### src/rtl/gpio_cfg_rx.sv
// Per-pad receiver of the serial GPIO configuration chain.
// Latency: chain clock/reset/data re-timed with 3 clk; cfg_word updates 1 clk after the synchronised load edge.
// Backpressure: none; the chain is free-running and each level must be held for at least one clk.
//
// Ports: clk/resetn (async active-low); serial_*_in from upstream, serial_*_out to the next pad;
//        cfg_word is the latched word, the single-bit and dm outputs decode it; cfg_updated pulses on load.
module gpio_cfg_rx #(
    parameter int                      IO_CTRL_BITS = 13,
    parameter logic [IO_CTRL_BITS-1:0] CFG_DEFAULT  = 13'h0403
) (
    input  logic                    clk,
    input  logic                    resetn,
    input  logic                    serial_clock_in,
    input  logic                    serial_resetn_in,
    input  logic                    serial_data_in,
    output logic                    serial_clock_out,
    output logic                    serial_resetn_out,
    output logic                    serial_data_out,
    output logic [IO_CTRL_BITS-1:0] cfg_word,
    output logic                    mgmt_ena,
    output logic                    gpio_oeb,
    output logic                    hold_override,
    output logic                    inp_dis,
    output logic                    ib_sel,
    output logic                    analog_en,
    output logic                    analog_sel,
    output logic                    analog_pol,
    output logic                    slow_sel,
    output logic                    vtrip_sel,
    output logic [2:0]              dm,
    output logic                    cfg_updated
);

    // Two-flop synchronisers (meta -> sync) plus a third "prev" flop per
    // strobe line for edge detection. The prev flops double as the re-timed
    // chain outputs, giving 3 clk of latency from pin to next pad.
    logic clk_meta_q,  clk_meta_d;
    logic clk_sync_q,  clk_sync_d;
    logic clk_prev_q,  clk_prev_d;
    logic rstn_meta_q, rstn_meta_d;
    logic rstn_sync_q, rstn_sync_d;
    logic rstn_prev_q, rstn_prev_d;
    logic data_meta_q, data_meta_d;
    logic data_sync_q, data_sync_d;

    logic [IO_CTRL_BITS-1:0] shift_q,    shift_d;
    logic [IO_CTRL_BITS-1:0] cfg_word_q, cfg_word_d;
    logic                    data_out_q, data_out_d;
    logic                    cfg_updated_q, cfg_updated_d;

    logic rise, fall, ldn, clear, load;

    always_comb begin
        rise  = clk_sync_q & ~clk_prev_q;
        fall  = ~clk_sync_q & clk_prev_q;
        ldn   = ~rstn_sync_q & rstn_prev_q;
        // Chain reset held with the clock low wipes the partial word but
        // keeps the latched configuration (loader sitting in reset).
        clear = ~rstn_sync_q & ~clk_sync_q;
        // A falling strobe only loads while the chain clock is high; with the
        // clock low it is just the start of a clear.
        load  = ldn & clk_sync_q;

        clk_meta_d  = serial_clock_in;
        clk_sync_d  = clk_meta_q;
        clk_prev_d  = clk_sync_q;
        rstn_meta_d = serial_resetn_in;
        rstn_sync_d = rstn_meta_q;
        rstn_prev_d = rstn_sync_q;
        data_meta_d = serial_data_in;
        data_sync_d = data_meta_q;

        shift_d = shift_q;
        if (clear) begin
            shift_d = '0;
        end else if (rise && rstn_sync_q) begin
            shift_d = {shift_q[IO_CTRL_BITS-2:0], data_sync_q};
        end

        // Data to the next pad moves with the falling chain clock so it is
        // settled well before the downstream rising edge.
        data_out_d = data_out_q;
        if (clear) begin
            data_out_d = 1'b0;
        end else if (fall) begin
            data_out_d = shift_q[IO_CTRL_BITS-1];
        end

        cfg_word_d    = cfg_word_q;
        cfg_updated_d = 1'b0;
        if (load) begin
            cfg_word_d    = shift_q;
            cfg_updated_d = 1'b1;
        end
    end

    always_ff @(posedge clk or negedge resetn) begin
        if (!resetn) begin
            clk_meta_q    <= 1'b0;
            clk_sync_q    <= 1'b0;
            clk_prev_q    <= 1'b0;
            rstn_meta_q   <= 1'b0;
            rstn_sync_q   <= 1'b0;
            rstn_prev_q   <= 1'b0;
            data_meta_q   <= 1'b0;
            data_sync_q   <= 1'b0;
            shift_q       <= '0;
            cfg_word_q    <= CFG_DEFAULT;
            data_out_q    <= 1'b0;
            cfg_updated_q <= 1'b0;
        end else begin
            clk_meta_q    <= clk_meta_d;
            clk_sync_q    <= clk_sync_d;
            clk_prev_q    <= clk_prev_d;
            rstn_meta_q   <= rstn_meta_d;
            rstn_sync_q   <= rstn_sync_d;
            rstn_prev_q   <= rstn_prev_d;
            data_meta_q   <= data_meta_d;
            data_sync_q   <= data_sync_d;
            shift_q       <= shift_d;
            cfg_word_q    <= cfg_word_d;
            data_out_q    <= data_out_d;
            cfg_updated_q <= cfg_updated_d;
        end
    end

    assign serial_clock_out  = clk_prev_q;
    assign serial_resetn_out = rstn_prev_q;
    assign serial_data_out   = data_out_q;
    assign cfg_word          = cfg_word_q;
    assign cfg_updated       = cfg_updated_q;

    assign mgmt_ena      = cfg_word_q[0];
    assign gpio_oeb      = cfg_word_q[1];
    assign hold_override = cfg_word_q[2];
    assign inp_dis       = cfg_word_q[3];
    assign ib_sel        = cfg_word_q[4];
    assign analog_en     = cfg_word_q[5];
    assign analog_sel    = cfg_word_q[6];
    assign analog_pol    = cfg_word_q[7];
    assign slow_sel      = cfg_word_q[8];
    assign vtrip_sel     = cfg_word_q[9];
    assign dm            = cfg_word_q[12:10];

endmodule

### config.mk
export PLATFORM = sky130hd
export DESIGN_NAME = gpio_cfg_rx
export DESIGN_NICKNAME = d
export VERILOG_FILES = /design/src/rtl/gpio_cfg_rx.sv
export SDC_FILE = /design/constraint.sdc
export NUM_CORES = 1
export LEC_CHECK = 0
export ABC_AREA = 1
export BUFFER_PORTS_ARGS = -buffer_cell sky130_fd_sc_hd__buf_2
export CAP_MARGIN = 20
export CORE_MARGIN = 2
export CORE_UTILIZATION = 56
export DETAILED_ROUTE_END_ITERATION = 16
export HOLD_SLACK_MARGIN = 0.1
export PLACE_DENSITY = 0.82
export SKIP_LAST_GASP = 1
export SYNTH_ARGS = -nofsm -noshare
export SYNTH_HDL_FRONTEND = slang
export SYNTH_SLANG_ARGS = --single-unit
### constraint.sdc
create_clock -name clk -period 2 [get_ports clk]
set_input_delay 0.3 -clock clk [delete_from_list [all_inputs] [get_ports clk]]
set_output_delay 0.3 -clock clk [all_outputs]
set_load 0.02 [all_outputs]
==> impl_metrics.toml, run 1 <==
[run_status]
status = "finished clean"

[critical_path]
critPathRequiredTime_ns = 2.28
crit_arrival_ns = 1.71
crit_type = "flop to flop"
critical-path-max-stage-delay_ns = 0.73
cp-end-kind = "flop"
crit_top_cell = "nand2_1"
crit_path_start_kind = "flop"
slowest_stage = "dfrtp_1"
critical_path.cell_chain = "nand3_4 > inv_4 > nand2_1 > nand2_1"
path_max_fanout = 17

[detailed_routing]
routedWlPerCell_microns = 12.3
routed_wl_mm = 2.48
drt_iter0_drc = 18
top_layer = "met4"
routedLengthMet1_mm = 1.18
route.met3.wl_microns = 110
first_pass_iters = 4
drc_errors = 0
via_per_inst = 5.12
via_count = 1030
antenna_left = 0
route.met2.wl_mm = 1.16

[timing]
rsz0062_at_grt = "false"
setup-violations-final = 0
fmax_mhz = 698
period_needed_ns = 1.43
skew_ns = 0.0171
hold_viol = 0
worstMarginPinSlew_ns = 0.748
relSlewSlack_pct = 50.2
fin_crit_sh_pct = 71.6
fin_tns_setup_ns = 0
drv_slew = 0

[clock_tree]
numClockSinks = 36
root_buffer = "clkbuf_4"
numCtsBuffers = 5
cts_buffer_depth = 2
cts_hold_buffers = 4
cts_tree = "yes"
cts-htree-levels = 2
insertion_delay_ns = 0.33
post_cts_buffers = 0
cts_resized = 0
path_clk_slew_ns = 0.11

[floorplan]
die_w_microns = 56.3
row_count = 18
start_util_pct = 60.3
boundaryPins = 35
die_area_sq_mm = 0.00317
die_h_microns = 56.3
core_region_area_sq_mm = 0.00254

[synth]
synth_cell_types = 19
ys_seq_area_share_pct = 59.0
syn_nets = 151
ys_seq_elements = 36
yosys.area.top_type = "dfrtp_1"
yosys.area.top_type_share_pct = 53.8
syn_area_sq_mm = 0.00153
syn_area_per_cell_sq_um = 10.5
synth.top_cells.by_area = "dfrtp_1 (54%), nand2_1 (8.1%), nand2_2 (7.3%)"
synth-warning-count = 0
synthCells = 146

[hold_path]
hp-class = "flop to flop"

[grt]
antenna_found_initial = 0
grtUsageTotal_pct = 17.0
overflow = 0
first_global_vias = 923
grt_max_degree = 37
grt_pass1_wl_mm = 4.20

[placed_design]
place_area_sq_mm = 0.00157
numPortBuffers = 34
hpwl_mm = 1.64
place_congestion = 0.730

[power_and_ir_drop]
power_density_mw_per_mm2 = 833
leakagePower_nw = 0.970
ir_worst_vdd_uv = 886

[finish]
drive_gt1_share_pct = 40.4
layout_common_cells = "buf_2 (34), nand2_1 (33), dfrtp_1 (33)"
final_area_sq_mm = 0.00171
fillerInstances = 197
nets = 175
syn_to_final_growth_pct = 11.4
final_common_cell = "buf_2"
antennaDiodeCount = 0

[job]
drv_cap = 0
area by class of cell:
class                      instances  area (sq um)  share of cell area, %
clock buffer                       7          65.1                   3.81
sequential                        36           905                   52.9
timing repair buffer              38           210                   12.3
inverter                           5          21.3                   1.24
clock inverter                     1          30.0                   1.76
tap                               30          37.5                   2.20
multi-input combinational         84           440                   25.8
metrics by stage:
step                hold WS (ns)  worst slack, ns  instances  util, %  total power [mW]
finish                     0.359            0.568        201     67.2              1.42
global route               0.376            0.450        201     67.2              1.48
CTS                        0.364            0.588        201     67.2              1.44
detailed placement         0.337            0.601        189     61.8             0.878
global placement           0.336            0.651        189     61.8             0.875
floorplan                0.00441            0.908        146        -             0.855
metal layers:
metal | global-route usage (%) | vias to the layer above
met3 | 4.84 | 6
met5 | 0 | -
met1 | 24.2 | 482
met2 | 24.7 | 31
li1 | - | 511
met4 | 6.80 | 0
power breakdown:
part	leakage (nW)	internal [mW]	switching [mW]	total [mW]
clock	0.0515	0.332	0.222	0.554
sequential	0.471	0.751	0.0222	0.773
combinational	0.448	0.0292	0.0665	0.0957
total	0.970	1.11	0.311	1.42
logic make-up after synthesis:
| logic type | after synthesis | synth area share (%) |
|---|---|---|
| simple gates | 82 | 28.1 |
| buf+inv | 26 | 12.3 |
| compound gates | 2 | 0.652 |
| flops | 36 | 59.0 |
path summary, 6_finish.rpt:
check                      cells past startpoint  slack (ns)            to       start
setup / recovery                               4        0.57  cfg_word[11]  clk_prev_d
hold / removal                                 0        0.36    clk_prev_d  clk_meta_q
setup reg to reg                               4        0.57  cfg_word[11]  clk_prev_d
hold reg to reg                                0        0.36    clk_prev_d  clk_meta_q
max in group asynchronous                      2        0.95    shift_q[6]      resetn
min in group asynchronous                      2        0.56   cfg_word[7]      resetn
critical path, delay by kind of cell, from the launching register on:
kind	cells	cell delay, ns
buf+inv	1	0.23
flops	1	0.73
simple gates	3	0.43
synthesized netlist by cell type:
| master | n |
|---|---|
| buf_12 | 1 |
| buf_2 | 4 |
| nand3_1 | 14 |
| buf_4 | 14 |
| inv_2 | 2 |
| nand2_4 | 1 |
| dfstp_2 | 3 |
| nand2_2 | 18 |
| nand4_1 | 13 |
| nand3_2 | 1 |
| buf_6 | 2 |
| inv_1 | 2 |
| nand2_1 | 33 |
| nor2_1 | 1 |
| a21oi_1 | 1 |
| inv_4 | 1 |
| dfrtp_1 | 33 |
| o21ai_0 | 1 |
| nand3_4 | 1 |
(Power assumes the default switching activity.)
==> run 2: changes to the inputs <==
--- a/config.mk
+++ b/config.mk
@@ -5,14 +5,14 @@
 export SDC_FILE = /design/constraint.sdc
 export NUM_CORES = 1
 export LEC_CHECK = 0
-export ABC_AREA = 1
+export ABC_AREA = 0
 export BUFFER_PORTS_ARGS = -buffer_cell sky130_fd_sc_hd__buf_2
 export CAP_MARGIN = 20
 export CORE_MARGIN = 2
-export CORE_UTILIZATION = 56
+export CORE_UTILIZATION = 52
 export DETAILED_ROUTE_END_ITERATION = 16
 export HOLD_SLACK_MARGIN = 0.1
-export PLACE_DENSITY = 0.82
+export PLACE_DENSITY = 0.77
 export SKIP_LAST_GASP = 1
 export SYNTH_ARGS = -nofsm -noshare
 export SYNTH_HDL_FRONTEND = slang
==> constraint.sdc (replaced) <==
create_clock -name clk -period 1.45 [get_ports clk]
set_input_delay 0.2175 -clock clk [delete_from_list [all_inputs] [get_ports clk]]
set_output_delay 0.2175 -clock clk [all_outputs]
set_load 0.02 [all_outputs]
==> run 2 against run 1 <==
Against the previous run:
- die area is 5.2% higher
- global-route usage is 0.28 points higher
- final cell count is 18% lower
- hold slack worse by 0.017 ns
- wire length is 2.3% higher
- synthesized cell count is 30% lower
- sequential cell count stayed put
- clock-buffer cell count is 1 lower
- fmax is 6.6% higher
- largest cell class unchanged
==> impl_metrics.toml, run 2 <==
[synth]
syn_area_sq_mm = 0.00150
synth-warning-count = 0
yosys.area.top_type_share_pct = 54.9
ys_top_cells_by_count = "dfrtp_1 (33), a21o_1 (13), a32o_1 (13), buf_4 (13), mux2_4 (9)"
synthCells = 102
synth_edf_count = 0
synth.top_cells.by_area = "dfrtp_1 (55%), mux2_4 (9.0%), a32o_1 (8.7%)"
synth_cell_types = 18
synth_flop_cell = "dfrtp_1"
syn_nets = 107
ys_async_sr_fraction_pct = 100
syn_area_per_cell_sq_um = 14.7
ys_seq_area_share_pct = 60.1
ys_seq_elements = 36
yosysMostFrequentCell = "dfrtp_1"
yosys.area.top_type = "dfrtp_1"

[power_and_ir_drop]
power_density_mw_per_mm2 = 1080
ir_worst_vdd_uv = 853
leakagePower_nw = 1.04

[clock_tree]
cts_tree = "yes"
numCtsBuffers = 5
numClockSinks = 36
root_buffer = "clkbuf_4"
cts-htree-levels = 2
post_cts_buffers = 0
path_clk_slew_ns = 0.11
insertion_delay_ns = 0.34
cts_buffer_depth = 2

[critical_path]
crit_path_start_kind = "flop"
crit_arrival_ns = 1.57
critical_path.cell_chain = "and2b_4 > nand2_4 > mux2_2"
crit_type = "flop to flop"
critPathRequiredTime_ns = 1.67
slowest_stage = "dfrtp_1"
path_max_fanout = 14
critical-path-max-stage-delay_ns = 0.45
cp-end-kind = "flop"
critPathBufInv = 0
crit_family = "flip-flops"

[run_status]
status = "finished clean"

[floorplan]
die_w_microns = 57.8
die_h_microns = 57.8
boundaryPins = 35
die_area_sq_mm = 0.00334
core_region_area_sq_mm = 0.00276
start_util_pct = 54.5
row_count = 19

[detailed_routing]
drt_iter0_drc = 16
drc_errors = 0
via_count = 933
routed_wl_mm = 2.53
routedWlPerCell_microns = 15.4
first_pass_iters = 4
via_per_inst = 5.65
antenna_left = 0

[placed_design]
hpwl_mm = 1.71
place_congestion = 0.693
numPortBuffers = 34

[finish]
antennaDiodeCount = 0
final_common_cell = "buf_2"
layout_common_cells = "buf_2 (34), dfrtp_1 (33), a32o_1 (13), a21o_1 (13), mux2_4 (9)"
syn_to_final_growth_pct = 15.5
nets = 138
drive_gt1_share_pct = 48.5

[grt]
grt_max_degree = 21
grt_pass1_wl_mm = 4.15
antenna_found_initial = 0
grtUsageTotal_pct = 17.3
overflow = 0
first_global_vias = 881

[timing]
rsz0062_at_grt = "false"
skew_ns = 0.00743
hold_viol = 0
worstMarginPinSlew_ns = 0.529
worst_hold_slack_ns = 0.342
period_needed_ns = 1.34
fmax_mhz = 744
fin_crit_sh_pct = 92.7
drv_slew = 0
fin_tns_setup_ns = 0
relSlewSlack_pct = 64.5
setup-violations-final = 0

[job]
drv_cap = 0

[hold_path]
hp-class = "primary input to async pin"
## run 2: changes by cell type after synthesis, moves of 2 or more
cell	previous run	this run
a21o_1	0	13
a32o_1	0	13
inv_2	2	0
mux2_2	0	4
mux2_4	0	9
nand2_1	33	1
nand2_2	18	0
nand3_1	14	0
nand4_1	13	0
## run 2: worst paths after layout
check	cells after the start	to	startpoint	slack (ns)
worst max-delay path	3	cfg_word[12]	clk_prev_d	0.11
worst min-delay path	2	cfg_word[5]	resetn	0.34
worst max register to register	3	cfg_word[12]	clk_prev_d	0.11
worst min register to register	0	clk_prev_d	clk_meta_q	0.36
max in group asynchronous	3	cfg_word[1]	resetn	0.52
min in group clk	0	clk_prev_d	clk_meta_q	0.36
## run 2: cells by family (layout without fill, tap and decap cells)
kind of cell,Yosys count,in the layout,synth area share (%)
AND/OR/NAND/NOR,4,4,2.08
multiplexers,13,13,12.0
flip-flops,36,36,60.1
buffers and inverters,20,52,8.98
AO/OA/AOI/OAI,29,29,16.8
## run 2: worst register-to-register path, delay by kind of cell, from the launching register on
family        cells  cell delay, ns
flops             1            0.45
mux               1            0.37
simple gates      2            0.41
## run 2: cell type report
class | instances | area [sq um]
fillers | 225 | 1020
flip-flops and latches | 36 | 905
multi-input cells | 46 | 469
repair buffers | 42 | 240
clock buffers | 6 | 41.3
well taps | 31 | 38.8
clock inverters | 2 | 35.0
inverters | 2 | 7.51
## run 2: power breakdown
group	internal (mW)	switching (mW)
combinational	0.0534	0.0902
sequential	1.03	0.0203
clock	0.361	0.315
## run 2: layer usage
metal  GRT usage, %  vias to the layer above  wire [microns]
met3           5.13                        5             188
met4           11.0                        0              48
met1           20.3                      460            1060
li1               -                      424               -
met2           27.8                       44            1240
met5              0                        -               0
## run 2: what timing repair did
item / 4_1_cts / 5_1_grt
setup endpoints to repair: 0 / 13
gates resized for setup: 0 / 2
hold endpoints to repair: 20 / 0
hold buffers: 4 / 0
## run 2: through the flow
stage,area [sq um],power (mW),std cells,worst slack [ns],utilization (%)
2_1_floorplan,1500,1.16,102,0.150,-
3_3_place_gp,1620,1.20,153,0.0796,58.6
3_5_place_dp,1620,1.21,153,0.0564,58.6
4_1_cts,1730,1.90,165,0.00459,62.8
5_1_grt,1740,1.96,165,0.0475,63.0
6_report,1740,1.87,165,0.106,63.0
